$ cat src/rtl/mdio_master_if.sv
// mdio_master_if: command/response bundle between a register-access client and
// the Clause-22 MDIO master.
//   cmd_valid/cmd_ready : one-command-at-a-time handshake
//   cmd_write           : 1 = write, 0 = read
//   cmd_phy_addr        : 5-bit PHY address
//   cmd_reg_addr        : 5-bit register address
//   cmd_wdata           : 16-bit write data
//   rsp_valid           : one-cycle completion pulse
//   rsp_rdata           : read data (0 after a write)
//   rsp_error           : read turnaround bit 2 sampled high (no PHY answered)
// Modport master is the client side; modport slave is the MDIO master block.
interface mdio_master_if;
  logic        cmd_valid;
  logic        cmd_ready;
  logic        cmd_write;
  logic [4:0]  cmd_phy_addr;
  logic [4:0]  cmd_reg_addr;
  logic [15:0] cmd_wdata;
  logic        rsp_valid;
  logic [15:0] rsp_rdata;
  logic        rsp_error;

  modport master (
    output cmd_valid, cmd_write, cmd_phy_addr, cmd_reg_addr, cmd_wdata,
    input  cmd_ready, rsp_valid, rsp_rdata, rsp_error
  );

  modport slave (
    input  cmd_valid, cmd_write, cmd_phy_addr, cmd_reg_addr, cmd_wdata,
    output cmd_ready, rsp_valid, rsp_rdata, rsp_error
  );
endinterface

$ cat src/rtl/mdio_master.sv
// mdio_master: Clause-22 MDIO management master. Takes one register command at
// a time, generates MDC, serialises the management frame on a split MDIO pin
// and returns read data plus a turnaround error flag as a one-cycle response.
// Ports:
//   clock    : system clock
//   reset    : asynchronous, active-low reset
//   host     : command/response bundle (mdio_master_if.slave)
//   busy     : frame in progress (cycle after handshake through DONE)
//   mdc      : management clock, f_clock / (2*CLOCK_DIVIDE)
//   mdio_o   : MDIO drive value
//   mdio_oe  : MDIO drive enable
//   mdio_i   : MDIO input, already synchronised externally
// Parameters:
//   CLOCK_DIVIDE  : clocks per MDC half-period (>= 2)
//   PREAMBLE_BITS : preamble ones per frame (0 = preamble suppression)
module mdio_master #(
  parameter int CLOCK_DIVIDE  = 20,
  parameter int PREAMBLE_BITS = 32
) (
  input  logic         clock,
  input  logic         reset,
  mdio_master_if.slave host,
  output logic         busy,
  output logic         mdc,
  output logic         mdio_o,
  output logic         mdio_oe,
  input  logic         mdio_i
);

  localparam int               DIV_W    = $clog2(CLOCK_DIVIDE);
  localparam logic [DIV_W-1:0] DIV_LAST = DIV_W'(CLOCK_DIVIDE - 1);
  localparam logic [5:0]       PRE_LAST = (PREAMBLE_BITS > 0) ? 6'(PREAMBLE_BITS - 1) : 6'd0;

  typedef enum logic [2:0] {
    IDLE,
    PREAMBLE,
    HEADER,
    TA,
    DATA,
    DONE
  } state_t;

  state_t           state;
  logic [DIV_W-1:0] div_cnt;
  logic [5:0]       bit_cnt;
  logic [31:0]      frame_sr;
  logic             is_write;
  logic [15:0]      rdata_sr;
  logic             ta_error;

  logic [31:0]      new_frame;
  logic             phase_end;

  // Everything after the preamble as one 32-bit word: ST, OP, PHYAD, REGAD,
  // TA, DATA. For reads the TA/DATA positions hold ones so the released line
  // idles high in mdio_o as well.
  always_comb begin
    new_frame = {2'b01,
                 host.cmd_write ? 2'b01 : 2'b10,
                 host.cmd_phy_addr,
                 host.cmd_reg_addr,
                 host.cmd_write ? 2'b10 : 2'b11,
                 host.cmd_write ? host.cmd_wdata : 16'hFFFF};
  end

  assign phase_end = (div_cnt == DIV_LAST);

  always_ff @(posedge clock or negedge reset) begin
    if (!reset) begin
      state          <= IDLE;
      div_cnt        <= '0;
      bit_cnt        <= '0;
      frame_sr       <= '0;
      is_write       <= 1'b0;
      rdata_sr       <= '0;
      ta_error       <= 1'b0;
      busy           <= 1'b0;
      mdc            <= 1'b0;
      mdio_o         <= 1'b1;
      mdio_oe        <= 1'b0;
      host.cmd_ready <= 1'b1;
      host.rsp_valid <= 1'b0;
      host.rsp_rdata <= '0;
      host.rsp_error <= 1'b0;
    end else begin
      host.rsp_valid <= 1'b0;
      case (state)
        IDLE: begin
          if (host.cmd_valid && host.cmd_ready) begin
            is_write       <= host.cmd_write;
            rdata_sr       <= '0;
            ta_error       <= 1'b0;
            div_cnt        <= '0;
            bit_cnt        <= '0;
            mdc            <= 1'b0;
            mdio_oe        <= 1'b1;
            busy           <= 1'b1;
            host.cmd_ready <= 1'b0;
            if (PREAMBLE_BITS == 0) begin
              state    <= HEADER;
              mdio_o   <= new_frame[31];
              frame_sr <= {new_frame[30:0], 1'b0};
            end else begin
              state    <= PREAMBLE;
              mdio_o   <= 1'b1;
              frame_sr <= new_frame;
            end
          end
        end

        PREAMBLE, HEADER, TA, DATA: begin
          if (!phase_end) begin
            div_cnt <= div_cnt + 1'b1;
          end else begin
            div_cnt <= '0;
            mdc     <= ~mdc;
            if (!mdc) begin
              // End of a low phase: the PHY's bit is valid just before mdc rises.
              if (!is_write && state == TA && bit_cnt == 6'd1) begin
                ta_error <= mdio_i;
              end
              if (!is_write && state == DATA) begin
                rdata_sr <= {rdata_sr[14:0], mdio_i};
              end
            end else begin
              // End of a high phase: close this bit and present the next one.
              case (state)
                PREAMBLE: begin
                  if (bit_cnt == PRE_LAST) begin
                    state    <= HEADER;
                    bit_cnt  <= '0;
                    mdio_o   <= frame_sr[31];
                    frame_sr <= {frame_sr[30:0], 1'b0};
                  end else begin
                    bit_cnt <= bit_cnt + 6'd1;
                  end
                end
                HEADER: begin
                  mdio_o   <= frame_sr[31];
                  frame_sr <= {frame_sr[30:0], 1'b0};
                  if (bit_cnt == 6'd13) begin
                    state   <= TA;
                    bit_cnt <= '0;
                    mdio_oe <= is_write;
                  end else begin
                    bit_cnt <= bit_cnt + 6'd1;
                  end
                end
                TA: begin
                  mdio_o   <= frame_sr[31];
                  frame_sr <= {frame_sr[30:0], 1'b0};
                  if (bit_cnt == 6'd1) begin
                    state   <= DATA;
                    bit_cnt <= '0;
                  end else begin
                    bit_cnt <= bit_cnt + 6'd1;
                  end
                end
                default: begin
                  if (bit_cnt == 6'd15) begin
                    state          <= DONE;
                    bit_cnt        <= '0;
                    mdio_oe        <= 1'b0;
                    mdio_o         <= 1'b1;
                    host.rsp_valid <= 1'b1;
                    host.rsp_rdata <= is_write ? 16'h0000 : rdata_sr;
                    host.rsp_error <= is_write ? 1'b0 : ta_error;
                  end else begin
                    mdio_o   <= frame_sr[31];
                    frame_sr <= {frame_sr[30:0], 1'b0};
                    bit_cnt  <= bit_cnt + 6'd1;
                  end
                end
              endcase
            end
          end
        end

        DONE: begin
          state          <= IDLE;
          busy           <= 1'b0;
          host.cmd_ready <= 1'b1;
        end

        default: begin
          state          <= IDLE;
          busy           <= 1'b0;
          mdc            <= 1'b0;
          mdio_oe        <= 1'b0;
          mdio_o         <= 1'b1;
          host.cmd_ready <= 1'b1;
        end
      endcase
    end
  end

endmodule

$ cat src/flat_wrapper.sv
// flat-port wrapper written by rule: the top's interface ports become plain ports
module mdio_master_flat 
#(
  parameter int CLOCK_DIVIDE  = 20,
  parameter int PREAMBLE_BITS = 32
)
  (clock, reset, busy, mdc, mdio_o, mdio_oe, mdio_i, host_cmd_valid, host_cmd_write, host_cmd_phy_addr, host_cmd_reg_addr, host_cmd_wdata, host_cmd_ready, host_rsp_valid, host_rsp_rdata, host_rsp_error);
  mdio_master_if host_i ();
  input  logic clock;
  input  logic reset;
  output logic busy;
  output logic mdc;
  output logic mdio_o;
  output logic mdio_oe;
  input  logic mdio_i;
  input wire logic [$bits(host_i.cmd_valid)-1:0] host_cmd_valid;
  input wire logic [$bits(host_i.cmd_write)-1:0] host_cmd_write;
  input wire logic [$bits(host_i.cmd_phy_addr)-1:0] host_cmd_phy_addr;
  input wire logic [$bits(host_i.cmd_reg_addr)-1:0] host_cmd_reg_addr;
  input wire logic [$bits(host_i.cmd_wdata)-1:0] host_cmd_wdata;
  output wire logic [$bits(host_i.cmd_ready)-1:0] host_cmd_ready;
  output wire logic [$bits(host_i.rsp_valid)-1:0] host_rsp_valid;
  output wire logic [$bits(host_i.rsp_rdata)-1:0] host_rsp_rdata;
  output wire logic [$bits(host_i.rsp_error)-1:0] host_rsp_error;
  assign host_i.cmd_valid = host_cmd_valid;
  assign host_i.cmd_write = host_cmd_write;
  assign host_i.cmd_phy_addr = host_cmd_phy_addr;
  assign host_i.cmd_reg_addr = host_cmd_reg_addr;
  assign host_i.cmd_wdata = host_cmd_wdata;
  assign host_cmd_ready = host_i.cmd_ready;
  assign host_rsp_valid = host_i.rsp_valid;
  assign host_rsp_rdata = host_i.rsp_rdata;
  assign host_rsp_error = host_i.rsp_error;
  mdio_master #(.CLOCK_DIVIDE(CLOCK_DIVIDE), .PREAMBLE_BITS(PREAMBLE_BITS)) u_core (.clock(clock), .reset(reset), .host(host_i), .busy(busy), .mdc(mdc), .mdio_o(mdio_o), .mdio_oe(mdio_oe), .mdio_i(mdio_i));
endmodule
$ cat config.mk
export PLATFORM = sky130hd
export DESIGN_NAME = mdio_master_flat
export DESIGN_NICKNAME = d
export VERILOG_FILES = /design/src/rtl/mdio_master_if.sv /design/src/rtl/mdio_master.sv /design/src/flat_wrapper.sv
export SDC_FILE = /design/constraint.sdc
export NUM_CORES = 1
export LEC_CHECK = 0
export ABC_AREA = 1
export ABC_CLOCK_PERIOD_IN_PS = 3700
export BUFFER_PORTS_ARGS = -buffer_cell sky130_fd_sc_hd__buf_2
export CAP_MARGIN = 20
export CORE_MARGIN = 2
export CORE_UTILIZATION = 35
export CTS_CLUSTER_SIZE = 12
export DETAILED_ROUTE_END_ITERATION = 12
export GPL_TIMING_DRIVEN = 0
export PLACE_DENSITY_LB_ADDON = 0.3
export SYNTH_ARGS = -nofsm -noshare
export SYNTH_HDL_FRONTEND = slang
export SYNTH_SLANG_ARGS = --single-unit
$ cat constraint.sdc
create_clock -name clock -period 3.7 [get_ports clock]
set_input_delay 0.74 -clock clock [delete_from_list [all_inputs] [get_ports clock]]
set_output_delay 0.74 -clock clock [all_outputs]
set_load 0.005 [all_outputs]
==> metrics.txt <==
status finished clean; Residual DRC 0; Synth area leaders dfrtp_1 (48%), nand2_1 (17%), o21ai_1 (4.9%); Post-DP HPWL roughly 6800 um; share of cells above drive strength 1 17.7%; final hold violations 0; routed via count 3,741; leakage 2.60 nW; number of enable flip-flop cells after synthesis 0; cts bufs inserted 9; Req. time, crit path 3.92 ns; post-route cell area ~5200 um^2; detailed router's first-iteration violation count 262; Mean Syn Cell Area about 7.8 um^2; Critical Path End Type flip-flop; post-detailed-routing wire length 9850 um; remaining global-route overflow 0; min cycle time layout between 1.5 and 2 ns; worst rel slew slack 67.1%; Worst Max-Slew Pin Slew 0.493 ns; Synth top area share 48.3%; CP Data Arrival Time between 2 and 2.5 ns; Routability Congestion around 0.9; Reg clk slew, reported paths ~0.070 ns; area grow syn2layout 18.4%; Net Sw Power between 1.5 and 2 mW; Final Setup Violations 0; post-cts hold buffer count 0; Die Ht roughly 120 um; Die X 116 um; worst-case clock buffer depth 2; port buffer count 53; pin count of the biggest net entering global routing 68; synth cell count leaders nand2_1 (203), dfrtp_1 (85), nor2_1 (57); vias in the first global route between 3,000 and 4,000; highest clock rate around 510 MHz; clk root buf clkbuf_16; die area 13,500 um^2; non-filler cells, final 800; post-synthesis register bit count 87; # diodes 0; Crit Path Max Fanout 10; Pre-antenna DRT Iters 5; I/O pin count 54; clock sink count 87; startpoint types flip-flop; syn nets slightly below 600; Post-CTS Resized 0; Post-Syn Area between 4000 and 5000 um^2; Synth async-reset ratio between 90% and 100%; post-route setup TNS 0 ns; first-pass GRT wire length 17,000 um; Logic pwr share a little under half; Pwr Density around 830 nW/um^2; placed inst area just under 5000 um^2; postcts setup bufs 0; ANT nets after route 0; initial antenna violation count 0; worst setup slack after layout 1.73 ns; Placed Cells roughly 780; clock latency on the worst-skew pair about 0.35 ns; Core ar. 12,200 um^2; max_cap viols 0; Int Pwr ~2.5 mW; site row count 40; maximum vdd drop around 0.44 mV; Vias/cell 4.68; Netlist cell types 36; worst min path class input pin to asynchronous set/reset pin; Initial Util between 30% and 40%; unrepaired setup endpoints after global routing no; yosys warns 0; Sw Ratio between 40% and 50%; Final period util ~53%; GRT Total Usage between 10% and 20%; Cells after Synth ~560; H-tree depth 3; CTS tree done; final max-slew violation count 0; Seq pwr share ~33%; dominant register cell in the synthesized netlist dfrtp_1; clk_skew about 0.014 ns; pre-CTS WS around 1.7 ns; Clk pwr share 21.4%; nets@finish between 600 and 700; top-count cell post-synth nand2_1; total design power approximately 4.4 mW; wire length per cell between 10 and 15 um; area leader, netlist dfrtp_1; Setup CP Type flip-flop to flip-flop; sequential fraction of the synthesis area 49.5%
==> kinds of logic after synthesis <==
kind of cell / after synthesis / synth area share [%]
and+or+nand+nor: 299 / 28.8
adders and majority gates: 3 / 0.853
xor gates and xnor gates: 3 / 0.597
DFF: 87 / 49.5
buffers and inverters: 69 / 7.59
AOI/OAI and AO/OA: 101 / 12.7
==> worst paths after layout <==
kind / startpoint / to / slack, ns / depth (start not counted)
max in group asynchronous: reset / u_core.mdio_o / 2.76 / 2
setup reg to reg: u_core.div_cnt[0] / u_core.frame_sr[4] / 1.73 / 7
hold reg to reg: u_core.mdio_o / u_core.mdio_o / 0.47 / 2
min in group clock: u_core.mdio_o / u_core.mdio_o / 0.47 / 2
setup / recovery: u_core.div_cnt[0] / u_core.frame_sr[4] / 1.73 / 7
hold / removal: reset / u_core.frame_sr[23] / 0.28 / 1
==> final cells by class <==
cell class	count	area, um^2
plain buffers	25	166
clock inverters	6	77.6
flip-flops and latches	87	2180
clock buffers	10	229
multi-input cells	406	1890
well taps	168	210
inverters	44	168
fillers	1234	6950
repair buffers	54	295
==> routing by layer <==
layer	share of wire, %	track usage (%)
met2	44	23.9
met1	49	22.6
met5	0	0
met3	5.2	4.67
met4	1.5	5.40
==> state kept, by name, indices dropped and copies added (netlist names), 3 cells and up <==
signal,flops
u_core.bit_cnt,6
u_core.state,3
u_core.host.rsp_rdata,16
u_core.frame_sr,32
u_core.rdata_sr,16
u_core.div_cnt,5
==> placed cells by master, fill, tap and decap left out, drive strengths merged, types with 2 or more instances in the layout <==
master / instances
nor3: 3
nand3: 20
clkbuf: 17
buf: 72
dfstp: 2
nor2: 62
a32o: 2
a21boi: 10
xor2: 3
clkinv: 5
inv: 44
o21ai: 81
dfrtp: 85
a21oi: 5
nand2: 210
nand4: 3
ha: 3
==> worst max-delay path: stages (launching register included) <==
cell and delay [ns]:
dfrtp_1 0.40, ha_1 0.23, nand3_1 0.29, o21ai_1 0.33
nand3b_4 0.19, buf_2 0.24, nand2_1 0.07, o21ai_0 0.09
==> power groups by stage <==
stage	clock [mW]	sequential, mW	combinational, mW
floorplan	0	1.40	1.53
global placement	0	1.43	1.95
detailed placement	0	1.44	1.99
CTS	0.958	1.43	2.00
global route	0.997	1.47	2.27
finish	0.933	1.43	1.99
==> per-stage QoR <==
step	hold WS (ns)	utilization, %
after floorplan	0.442	-
after global placement	0.460	40.1
after detailed placement	0.463	40.4
after CTS	0.283	42.9
after global routing	0.293	42.9
final	0.278	42.9
Note: power is estimated with default switching activity, not from simulation.
